==> src/rtl/uart_tx_pkg.sv <==
// Shared types and helpers for the FIFO-buffered UART transmitter.
// Optional feature macro: UART_TX_EVEN_PARITY_EN (8E1 framing when defined).
package uart_tx_pkg;

    // Transmit FSM states; ST_PARITY is only reachable with even parity built in.
    typedef enum logic [2:0] {
        ST_IDLE,
        ST_START,
        ST_DATA,
        ST_PARITY,
        ST_STOP
    } t_uarttx_state;

    // One text line from the upstream feeder is 34 bytes including CR/LF.
    localparam int c_line_burst_len = 34;

    // Clocks per bit, truncated toward zero.
    function automatic int f_baud_div(input int base_freq, input int baud);
        return base_freq / baud;
    endfunction

endpackage

==> src/rtl/uart_tx_fifo.sv <==
// Single-clock synchronous FIFO with show-ahead read data.
// Pushes when full and pops when empty are ignored.
module uart_tx_fifo
    import uart_tx_pkg::*;
#(
    parameter int DEPTH = 64,
    parameter int WIDTH = 8
) (
    input  logic                       clk,
    input  logic                       srst,
    input  logic                       push,
    input  logic                       pop,
    input  logic [WIDTH-1:0]           wr_data,
    output logic [WIDTH-1:0]           rd_data,
    output logic [$clog2(DEPTH):0]     count,
    output logic                       full,
    output logic                       empty
);

    localparam int AW = $clog2(DEPTH);
    localparam logic [AW:0] c_full_cnt = (AW+1)'(DEPTH);

    logic [WIDTH-1:0] mem [DEPTH];
    logic [AW-1:0]    wr_ptr_reg;
    logic [AW-1:0]    rd_ptr_reg;
    logic [AW:0]      count_reg;
    logic             do_push;
    logic             do_pop;

    assign full    = (count_reg == c_full_cnt);
    assign empty   = (count_reg == '0);
    assign do_push = push && !full;
    assign do_pop  = pop && !empty;
    assign count   = count_reg;
    // Head entry is always visible so the consumer can load it on the pop cycle.
    assign rd_data = mem[rd_ptr_reg];

    // Storage array; contents need no reset because pointers define validity.
    always_ff @(posedge clk) begin
        if (do_push) begin
            mem[wr_ptr_reg] <= wr_data;
        end
    end

    // Pointers wrap naturally modulo DEPTH; count tracks occupancy.
    always_ff @(posedge clk) begin
        if (srst) begin
            wr_ptr_reg <= '0;
            rd_ptr_reg <= '0;
            count_reg  <= '0;
        end else begin
            if (do_push) begin
                wr_ptr_reg <= wr_ptr_reg + 1'b1;
            end
            if (do_pop) begin
                rd_ptr_reg <= rd_ptr_reg + 1'b1;
            end
            if (do_push && !do_pop) begin
                count_reg <= count_reg + 1'b1;
            end else if (!do_push && do_pop) begin
                count_reg <= count_reg - 1'b1;
            end
        end
    end

endmodule

==> src/rtl/uart_tx_only_fifo.sv <==
// Byte-buffered UART transmitter: FIFO in front of an 8N1 serializer.
// Optional feature macro: UART_TX_EVEN_PARITY_EN inserts an even parity bit (8E1).
module uart_tx_only_fifo
    import uart_tx_pkg::*;
#(
    parameter int parm_BASE_FREQ  = 20_000_000,
    parameter int parm_BAUD       = 115_200,
    parameter int parm_FIFO_DEPTH = 64,
    parameter int parm_BURST_LEN  = c_line_burst_len
) (
    input  logic       i_clk_20mhz,
    input  logic       i_rst_20mhz,
    input  logic [7:0] i_tx_data,
    input  logic       i_tx_valid,
    output logic       o_tx_ready,
    output logic       o_uart_txd,
    output logic       o_tx_busy,
    output logic       o_overflow
);

    localparam int c_baud_div = f_baud_div(parm_BASE_FREQ, parm_BAUD);
    localparam int BW         = $clog2(c_baud_div + 1);
    localparam int AW         = $clog2(parm_FIFO_DEPTH);
    localparam logic [BW-1:0] c_baud_last = BW'(c_baud_div - 1);
    // Highest occupancy that still leaves room for a whole line.
    localparam logic [AW:0]   c_ready_max = (AW+1)'(parm_FIFO_DEPTH - parm_BURST_LEN);

    t_uarttx_state state_reg;
    logic [BW-1:0] baud_cnt_reg;
    logic [2:0]    bit_idx_reg;
    logic [7:0]    shift_reg;
    logic          txd_reg;
    logic          ready_reg;
    logic          overflow_reg;
`ifdef UART_TX_EVEN_PARITY_EN
    logic          parity_reg;
`endif

    logic [7:0]    fifo_data;
    logic [AW:0]   fifo_count;
    logic          fifo_full;
    logic          fifo_empty;
    logic          push;
    logic          pop_en;
    logic          baud_tick;
    logic [AW:0]   count_nx;

    assign push      = i_tx_valid && !fifo_full;
    assign baud_tick = (baud_cnt_reg == c_baud_last);
    // Pop either from idle or at the very end of a stop bit, so frames run back to back.
    assign pop_en    = !fifo_empty &&
                       ((state_reg == ST_IDLE) || ((state_reg == ST_STOP) && baud_tick));

    uart_tx_fifo #(
        .DEPTH (parm_FIFO_DEPTH),
        .WIDTH (8)
    ) u_fifo (
        .clk     (i_clk_20mhz),
        .srst    (i_rst_20mhz),
        .push    (push),
        .pop     (pop_en),
        .wr_data (i_tx_data),
        .rd_data (fifo_data),
        .count   (fifo_count),
        .full    (fifo_full),
        .empty   (fifo_empty)
    );

    // Occupancy after this edge, used to register the line-room flag.
    always_comb begin
        count_nx = fifo_count;
        if (push && !pop_en) begin
            count_nx = fifo_count + 1'b1;
        end else if (!push && pop_en) begin
            count_nx = fifo_count - 1'b1;
        end
    end

    // Line-room flag and sticky drop indicator.
    always_ff @(posedge i_clk_20mhz) begin
        if (i_rst_20mhz) begin
            ready_reg    <= 1'b1;
            overflow_reg <= 1'b0;
        end else begin
            ready_reg <= (count_nx <= c_ready_max);
            if (i_tx_valid && fifo_full) begin
                overflow_reg <= 1'b1;
            end
        end
    end

    // Frame sequencer; txd is registered together with each state change.
    always_ff @(posedge i_clk_20mhz) begin
        if (i_rst_20mhz) begin
            state_reg    <= ST_IDLE;
            baud_cnt_reg <= '0;
            bit_idx_reg  <= '0;
            shift_reg    <= '0;
            txd_reg      <= 1'b1;
`ifdef UART_TX_EVEN_PARITY_EN
            parity_reg   <= 1'b0;
`endif
        end else begin
            case (state_reg)
                ST_IDLE: begin
                    baud_cnt_reg <= '0;
                    bit_idx_reg  <= '0;
                    if (pop_en) begin
                        shift_reg <= fifo_data;
`ifdef UART_TX_EVEN_PARITY_EN
                        parity_reg <= ^fifo_data;
`endif
                        txd_reg   <= 1'b0;
                        state_reg <= ST_START;
                    end
                end
                ST_START: begin
                    if (baud_tick) begin
                        baud_cnt_reg <= '0;
                        txd_reg      <= shift_reg[0];
                        state_reg    <= ST_DATA;
                    end else begin
                        baud_cnt_reg <= baud_cnt_reg + 1'b1;
                    end
                end
                ST_DATA: begin
                    if (baud_tick) begin
                        baud_cnt_reg <= '0;
                        bit_idx_reg  <= bit_idx_reg + 1'b1;
                        shift_reg    <= {1'b0, shift_reg[7:1]};
                        if (bit_idx_reg == 3'd7) begin
`ifdef UART_TX_EVEN_PARITY_EN
                            txd_reg   <= parity_reg;
                            state_reg <= ST_PARITY;
`else
                            txd_reg   <= 1'b1;
                            state_reg <= ST_STOP;
`endif
                        end else begin
                            txd_reg <= shift_reg[1];
                        end
                    end else begin
                        baud_cnt_reg <= baud_cnt_reg + 1'b1;
                    end
                end
`ifdef UART_TX_EVEN_PARITY_EN
                ST_PARITY: begin
                    if (baud_tick) begin
                        baud_cnt_reg <= '0;
                        txd_reg      <= 1'b1;
                        state_reg    <= ST_STOP;
                    end else begin
                        baud_cnt_reg <= baud_cnt_reg + 1'b1;
                    end
                end
`endif
                ST_STOP: begin
                    if (baud_tick) begin
                        baud_cnt_reg <= '0;
                        bit_idx_reg  <= '0;
                        if (pop_en) begin
                            shift_reg <= fifo_data;
`ifdef UART_TX_EVEN_PARITY_EN
                            parity_reg <= ^fifo_data;
`endif
                            txd_reg   <= 1'b0;
                            state_reg <= ST_START;
                        end else begin
                            txd_reg   <= 1'b1;
                            state_reg <= ST_IDLE;
                        end
                    end else begin
                        baud_cnt_reg <= baud_cnt_reg + 1'b1;
                    end
                end
                default: begin
                    baud_cnt_reg <= '0;
                    txd_reg      <= 1'b1;
                    state_reg    <= ST_IDLE;
                end
            endcase
        end
    end

    assign o_uart_txd = txd_reg;
    assign o_tx_ready = ready_reg;
    assign o_overflow = overflow_reg;
    assign o_tx_busy  = (state_reg != ST_IDLE) || !fifo_empty;

endmodule

==> config.mk <==
export PLATFORM = sky130hd
export DESIGN_NAME = uart_tx_only_fifo
export DESIGN_NICKNAME = d
export VERILOG_FILES = /design/src/rtl/uart_tx_pkg.sv /design/src/rtl/uart_tx_fifo.sv /design/src/rtl/uart_tx_only_fifo.sv
export SDC_FILE = /design/constraint.sdc
export NUM_CORES = 1
export LEC_CHECK = 0
export CAP_MARGIN = 25
export CORE_MARGIN = 2
export CORE_UTILIZATION = 65
export DETAILED_ROUTE_END_ITERATION = 6
export PLACE_DENSITY = 0.82
export SYNTH_ARGS = -nofsm -noshare
export SYNTH_HDL_FRONTEND = slang
export SYNTH_SLANG_ARGS = --single-unit
==> constraint.sdc <==
create_clock -name i_clk_20mhz -period 8.5 [get_ports i_clk_20mhz]
set_input_delay 0.85 -clock i_clk_20mhz [delete_from_list [all_inputs] [get_ports i_clk_20mhz]]
set_output_delay 0.85 -clock i_clk_20mhz [all_outputs]
set_load 0.05 [all_outputs]
==> results of run 1 <==
## Yosys cell counts (7+ instances only)
master / instances
nand4_1: 8
mux2_2: 10
buf_6: 9
xnor2_1: 9
inv_1: 14
a21oi_1: 31
mux4_2: 95
nand2b_1: 7
o21ai_0: 21
dfxtp_1: 50
nand3_1: 23
o22ai_1: 7
buf_1: 8
nor3_1: 14
a31oi_1: 9
mux2i_1: 78
a221oi_1: 15
nor2_1: 107
nand2_1: 24
xor2_1: 15
clkbuf_1: 31
nor2b_1: 11
buf_4: 8
mux4_1: 7
ha_1: 9
or3_1: 8
buf_2: 14
a22oi_1: 29
edfxtp_1: 512
## metrics by stage
stage          instance area [um2]  setup WS [ns]
2_1_floorplan                22500           5.71
3_3_place_gp                 22800           4.80
3_5_place_dp                 22900           4.59
4_1_cts                      24600           4.53
5_1_grt                      24600           4.75
6_report                     24600           4.81
## final cells by class
class | count | area, um2
clock buffer | 68 | 1450
tap | 455 | 569
antenna | 1 | 2.50
sequential | 562 | 16400
inverter | 14 | 52.6
timing repair buffer | 29 | 275
clock inverter | 31 | 265
fill | 1937 | 9660
multi-input combinational | 598 | 5630
## kinds of logic (layout without fill, tap and decap cells)
kind of cell               after synthesis  in the layout  share of synthesized area, %
and+or+nand+nor                        233            233                          4.96
muxes                                  190            190                          14.3
AOI/OAI and AO/OA                      142            142                          4.30
other                                    0              1                             0
xor gates and xnor gates                24             24                         0.934
DFF                                    562            562                          72.8
buffers and inverters                   88            142                          2.25
adders and majority gates                9              9                         0.500
## worst max-delay path, delay by kind of cell, from the launching register on
| kind | cells | cell delay, ns |
|---|---|---|
| AND/OR/NAND/NOR | 4 | 2.05 |
| adder cells (fa/ha/maj) | 1 | 0.29 |
| AO/OA/AOI/OAI | 1 | 0.18 |
| buffers and inverters | 2 | 0.34 |
| flip-flops | 1 | 0.44 |
## layer usage
layer  routed length, um  track usage, %
met2               24000            45.4
met4                1710            10.5
met1               18300            38.5
met3                4700            5.35
met5                   0               0
## power groups by stage
stage / Sequential, W / Clock, W / Combinational, W
after global placement: 0.00329 / 0 / 0.00125
after floorplan: 0.00318 / 0 / 0.00107
final: 0.00323 / 0.00232 / 0.00131
after detailed placement: 0.00329 / 0 / 0.00128
after global routing: 0.00325 / 0.00245 / 0.00139
after CTS: 0.00323 / 0.00234 / 0.00129
## how the worst max path moves through the flow
stage / from / to / slack (ns) / cells after the start
after floorplan: u_fifo.count[0] / u_fifo.count[4] / 5.71 / 11
after global placement: i_tx_valid / u_fifo.mem[59][6] / 4.80 / 7
after detailed placement: u_fifo.count[0] / u_fifo.count[4] / 4.59 / 11
after CTS: u_fifo.count[0] / u_fifo.count[4] / 4.53 / 11
after global routing: u_fifo.count[0] / u_fifo.mem[1][1] / 4.75 / 8
final: u_fifo.count[0] / u_fifo.mem[33][0] / 4.81 / 8
==> metrics.yaml, run 1 <==
sta:
  min_period_over_period_pct: 43.4
  drv_slew: 0
  whs_ns: 0.468
  finalClockSkew_ns: 0.0202
  layout_min_cycle_time_ns: 3.69
  hold_viol: 0
  tns_ns: 0
  fmax_mhz: 271
  slew_headroom_pct: 29.1
  setup_viol: 0
  rsz0062_at_grt: "no"
  tightest_slew_ns: 1.06
worst_setup_path:
  crit_type: "flip-flop to flip-flop"
  rr_worst_depth: 8
  cp-end-kind: "flip-flop"
  cp_max_fo: 12
  start_kind: "flip-flop"
  reg2reg_to: "u_fifo.mem[33][0]"
  required_ns: 8.72
  path_cells: "inv_1 > ha_1 > nor2b_1 > a31oi_1 > buf_4 > nor2b_1 > nand3b_1 > nor2_1"
  cpPeakStageDelay_ns: 0.87
  critical-path-slowest-cell: "nor2_1"
  ff2ff_setup_slack_ns: 4.81
  rr_startpoint: "u_fifo.count[0]"
  critPathArrivalTime_ns: 3.91
  cp_common_cell: "nor2b_1"
routing:
  drt-total-wl_um: 48700
  drt_iter0_markers: 1518
  viasPerCell: 6.86
  drc: 0
  ant_nets: 0
  drt-pass1-iter-count: 6
  wl_per_cell_um: 27.7
  vias: 12100
synthesis:
  netlist_area_mm2: 0.0225
  yosysWarningCount: 0
  synth_cell_types: 55
  synth-edff-count: 512
  synth_area_leader_cell: "edfxtp_1"
  syn_nets: 1268
  seq_area_frac_synth_pct: 72.8
  async_flop_share_pct: 0
  synth_flop_cell: "edfxtp_1"
  synth_top_area_share_pct: 68.3
  synth-seq-cells: 562
  synth.avg_cell_area_um2: 18.0
  ys_top_cells_by_area: "edfxtp_1, mux4_2, dfxtp_1, mux2i_1, nor2_1"
  postSynthCellCount: 1248
job:
  max_cap_violations: 0
pwr:
  power-per-cell-area_mw_per_mm2: 279
  power_frac_comb_pct: 19.1
  pwr-share-seq_pct: 47.1
  p_int_w: 0.00499
  finalPower_w: 0.00686
  p_sw_share_pct: 27.3
  clkPwrFrac_pct: 33.8
  switchingPower_w: 0.00188
  ir_worst_vdd_uv: 358
  p_leak_nw: 7.53
clocking:
  cts_hold_buf: 0
  cts_setup_buffers: 0
  clkTransAtPathRegs_ns: 0.06
  worstSkewPairLatency_ns: 0.60
  cts_root_buf: "clkbuf_16"
  cts_num_sinks: 562
  cts_resized: 0
  cts-buffers-inserted: 53
  h-tree-depth: 2
  cts_tree: "yes"
  clockBufferDepth: 3
layout:
  final_cell_mix: "edfxtp_1, nor2_1, mux4_2"
  drive_gt1_share_pct: 16.7
  nNetsFinal: 1278
  instances_no_fill: 1758
  largest_reg_flops: 512
  syn2layout_area_growth_pct: 9.43
  final_common_cell: "edfxtp_1"
  final_util_pct: 71.8
hold_path:
  hp-class: "flip-flop to flip-flop"
  hold-path-endpoint: "baud_cnt_reg[0]"
  whs_path_depth: 1
  hp-start: "baud_cnt_reg[0]"
die:
  die_w_um: 190
  start_util_pct: 65.6
  dieArea_mm2: 0.0361
  core_area_mm2: 0.0343
  die_y_um: 190
  pin_count: 15
  rows: 68
placed_design:
  dp_hpwl_um: 28900
  port_buffers: 14
  dp.cells: 1657
  place_congestion: 0.927
global_route:
  grt_usage_pct: 28.0
  grt_pass1_wl_um: 73900
  grt_max_degree: 93
  grt.overflow.total: 0
  grt_pass1_vias: 11900
  grt_antenna_before_repair: 1
run_status:
  status: "finished clean"
Power figures use the tool's default switching activity.
==> inputs of run 2 (changes only) <==
Settings changed: CORE_UTILIZATION 65 to 63, PLACE_DENSITY 0.82 to 0.79.
Clock period 8.5 ns to 3.7 ns, I/O delays scaled along.
==> run 2 against run 1 <==
Via count up 2.5%; final area up 2.9%; sequential share of layout area down 1.8 points; clock power rose to 2.6 times the previous value; final cell count up 3.5%; first-iteration DRC count up 25%; combinational power up 140%; count of clock-buffer cells in the layout up 1; wire length up 3.2%; die area up 3.1%; worst setup slack worse by 4.6 ns; clock skew up 0.0034 ns; critical path type unchanged; largest cell class unchanged.
==> metrics.yaml, run 2 (synthesis results as in run 1) <==
run_status:
  status: "finished clean"
worst_setup_path:
  cpPeakStageDelay_ns: 0.92  # +0.05 ns
  critical-path-slowest-cell: "nor2_1"
  crit_type: "flip-flop to flip-flop"
  reg2reg_to: "u_fifo.mem[39][1]"
  crit_family: "simple AND/OR/NAND/NOR gates"
  start_kind: "flip-flop"
  critPathArrivalTime_ns: 3.74  # -0.17 ns
  cp-end-kind: "flip-flop"
  required_ns: 3.91  # -4.81 ns
  rr_startpoint: "u_fifo.count[0]"
  path_cells: "inv_1 > ha_1 > nor2b_1 > a31oi_1 > buf_4 > nand4_1 > nor2_1"
  rr_worst_depth: 7  # -1
  ff2ff_setup_slack_ns: 0.17  # -4.64 ns
  path_buf_inv: 2  # unchanged
  cp_max_fo: 12  # unchanged
routing:
  vias: 12400  # +2.5%
  wl_per_cell_um: 27.6  # -0.28%
  drt_iter0_markers: 1905  # +25%
  drt-total-wl_um: 50300  # +3.2%
  viasPerCell: 6.79  # -1.0%
  drt-pass1-iter-count: 6  # unchanged
  ant_nets: 0  # unchanged
  drc: 0  # unchanged
job:
  max_cap_violations: 0  # unchanged
layout:
  register_area_mm2: 0.0164  # unchanged
  syn2layout_area_growth_pct: 12.5
  fillers: 2054  # +6.0%
  final_util_pct: 71.6  # -0.27 points
  multiInputGateArea_mm2: 0.00563  # unchanged
  antenna_cells: 0  # -1
  drive_gt1_share_pct: 20.2  # +3.4 points
  final_cell_mix: "edfxtp_1, nor2_1, mux4_2"
  largest_reg_flops: 512  # unchanged
  nNetsFinal: 1334  # +4.4%
  final_common_cell: "edfxtp_1"
global_route:
  grt.overflow.total: 0  # unchanged
  grt_usage_pct: 28.0  # about the same
  grt_pass1_vias: 12200  # +2.4%
  grt_antenna_before_repair: 0  # -1
  grt_max_degree: 51  # -45%
  grt_pass1_wl_um: 75600  # +2.2%
placed_design:
  place_congestion: 0.892  # -3.8%
  dp_hpwl_um: 31100  # +7.7%
  port_buffers: 14  # unchanged
  pre_cts_ws_ns: 0.377  # -4.21 ns
sta:
  setup_ws_ns: 0.170  # -4.64 ns
  setup_viol: 0  # unchanged
  fmax_mhz: 283  # +4.6%
  drv_slew: 0  # unchanged
  slew_headroom_pct: 33.8  # +4.7 points
  tns_ns: 0  # unchanged
  rsz0062_at_grt: "no"
  min_period_over_period_pct: 95.4  # +52 points
  tightest_slew_ns: 0.991  # -0.0734 ns
  layout_min_cycle_time_ns: 3.53  # -0.162 ns
  hold_viol: 0  # unchanged
  finalClockSkew_ns: 0.0236  # +0.00340 ns
pwr:
  p_int_w: 0.0121  # +140%
  switchingPower_w: 0.00430  # +130%
  power_frac_comb_pct: 19.4  # +0.3 points
  ir_worst_vdd_uv: 495  # +38%
  pwr-share-seq_pct: 44.6  # -2.5 points
  p_leak_nw: 7.95  # +5.5%
  clkPwrFrac_pct: 36.0  # +2.2 points
  p_sw_share_pct: 26.1  # -1.2 points
  power-per-cell-area_mw_per_mm2: 649  # +130%
clocking:
  cts_setup_buffers: 0  # unchanged
  cts_hold_buf: 0  # unchanged
  cts_root_buf: "clkbuf_16"
  cts_num_sinks: 562  # unchanged
  h-tree-depth: 2  # unchanged
  clkTransAtPathRegs_ns: 0.07  # about the same
  cts-buffers-inserted: 54  # +1.9%
  worstSkewPairLatency_ns: 0.59  # about the same
  clockBufferDepth: 3  # unchanged
  cts_resized: 0  # unchanged
  cts_tree: "yes"
die:
  die_y_um: 193  # +1.5%
  pin_count: 15  # unchanged
  die_w_um: 193  # +1.5%
  rows: 69  # +1.5%
  dieArea_mm2: 0.0372  # +3.1%
  core_area_mm2: 0.0354  # +3.2%
  start_util_pct: 63.6  # -2.1 points
hold_path:
  hp-start: "i_tx_data[0]"
  hp-class: "primary input to flip-flop"
  whs_path_depth: 1  # unchanged
  hold-path-endpoint: "u_fifo.mem[42][0]"
-- run 2: worst max path at each step --
stage          depth (start not counted)             from  slack [ns]                end
3_5_place_dp                           7  u_fifo.count[0]        0.38  u_fifo.mem[47][3]
3_3_place_gp                           7  u_fifo.count[0]        0.40  u_fifo.mem[63][5]
2_1_floorplan                         11  u_fifo.count[0]        0.91    u_fifo.count[4]
6_report                               7  u_fifo.count[0]        0.17  u_fifo.mem[39][1]
5_1_grt                                7  u_fifo.count[0]        0.06  u_fifo.mem[63][3]
4_1_cts                                7  u_fifo.count[0]        0.30  u_fifo.mem[39][3]
-- run 2: power groups by stage --
stage               sequential, W  combinational, W  clock (W)
CTS                       0.00733           0.00317    0.00595
floorplan                 0.00730           0.00246          0
detailed placement        0.00746           0.00314          0
global placement          0.00745           0.00306          0
global route              0.00736           0.00340    0.00618
finish                    0.00733           0.00319    0.00592
-- run 2: worst register-to-register path, cell delays in order (launching register included) --
cell and delay (ns):
dfxtp_1 0.45, inv_1 0.11, ha_1 0.26, nor2b_1 0.17
a31oi_1 0.19, buf_4 0.23, nand4_1 0.81, nor2_1 0.92
-- run 2: stage by stage --
step	hold slack, ns	cell area (um2)	std cells	power (W)
3_3_place_gp	0.442	23300	1714	0.0105
6_report	0.219	25300	1820	0.0164
4_1_cts	0.200	25300	1820	0.0165
5_1_grt	0.215	25300	1820	0.0169
3_5_place_dp	0.466	23400	1719	0.0106
2_1_floorplan	0.426	22500	1248	0.00976
-- run 2: area by class of cell --
cell class	instances	area share [%]
clock inverters	32	1.73
well taps	461	2.28
clock buffers	69	5.90
flip-flops and latches	562	64.7
multi-input cells	598	22.2
repair buffers	84	2.96
inverters	14	0.207
-- run 2: layer usage --
metal	share of wire [%]	track usage (%)	vias up
met2	49	45.0	729
met3	8.7	4.62	116
met5	0	0	-
met1	39	40.1	6343
li1	-	-	5168
met4	3.3	9.41	0
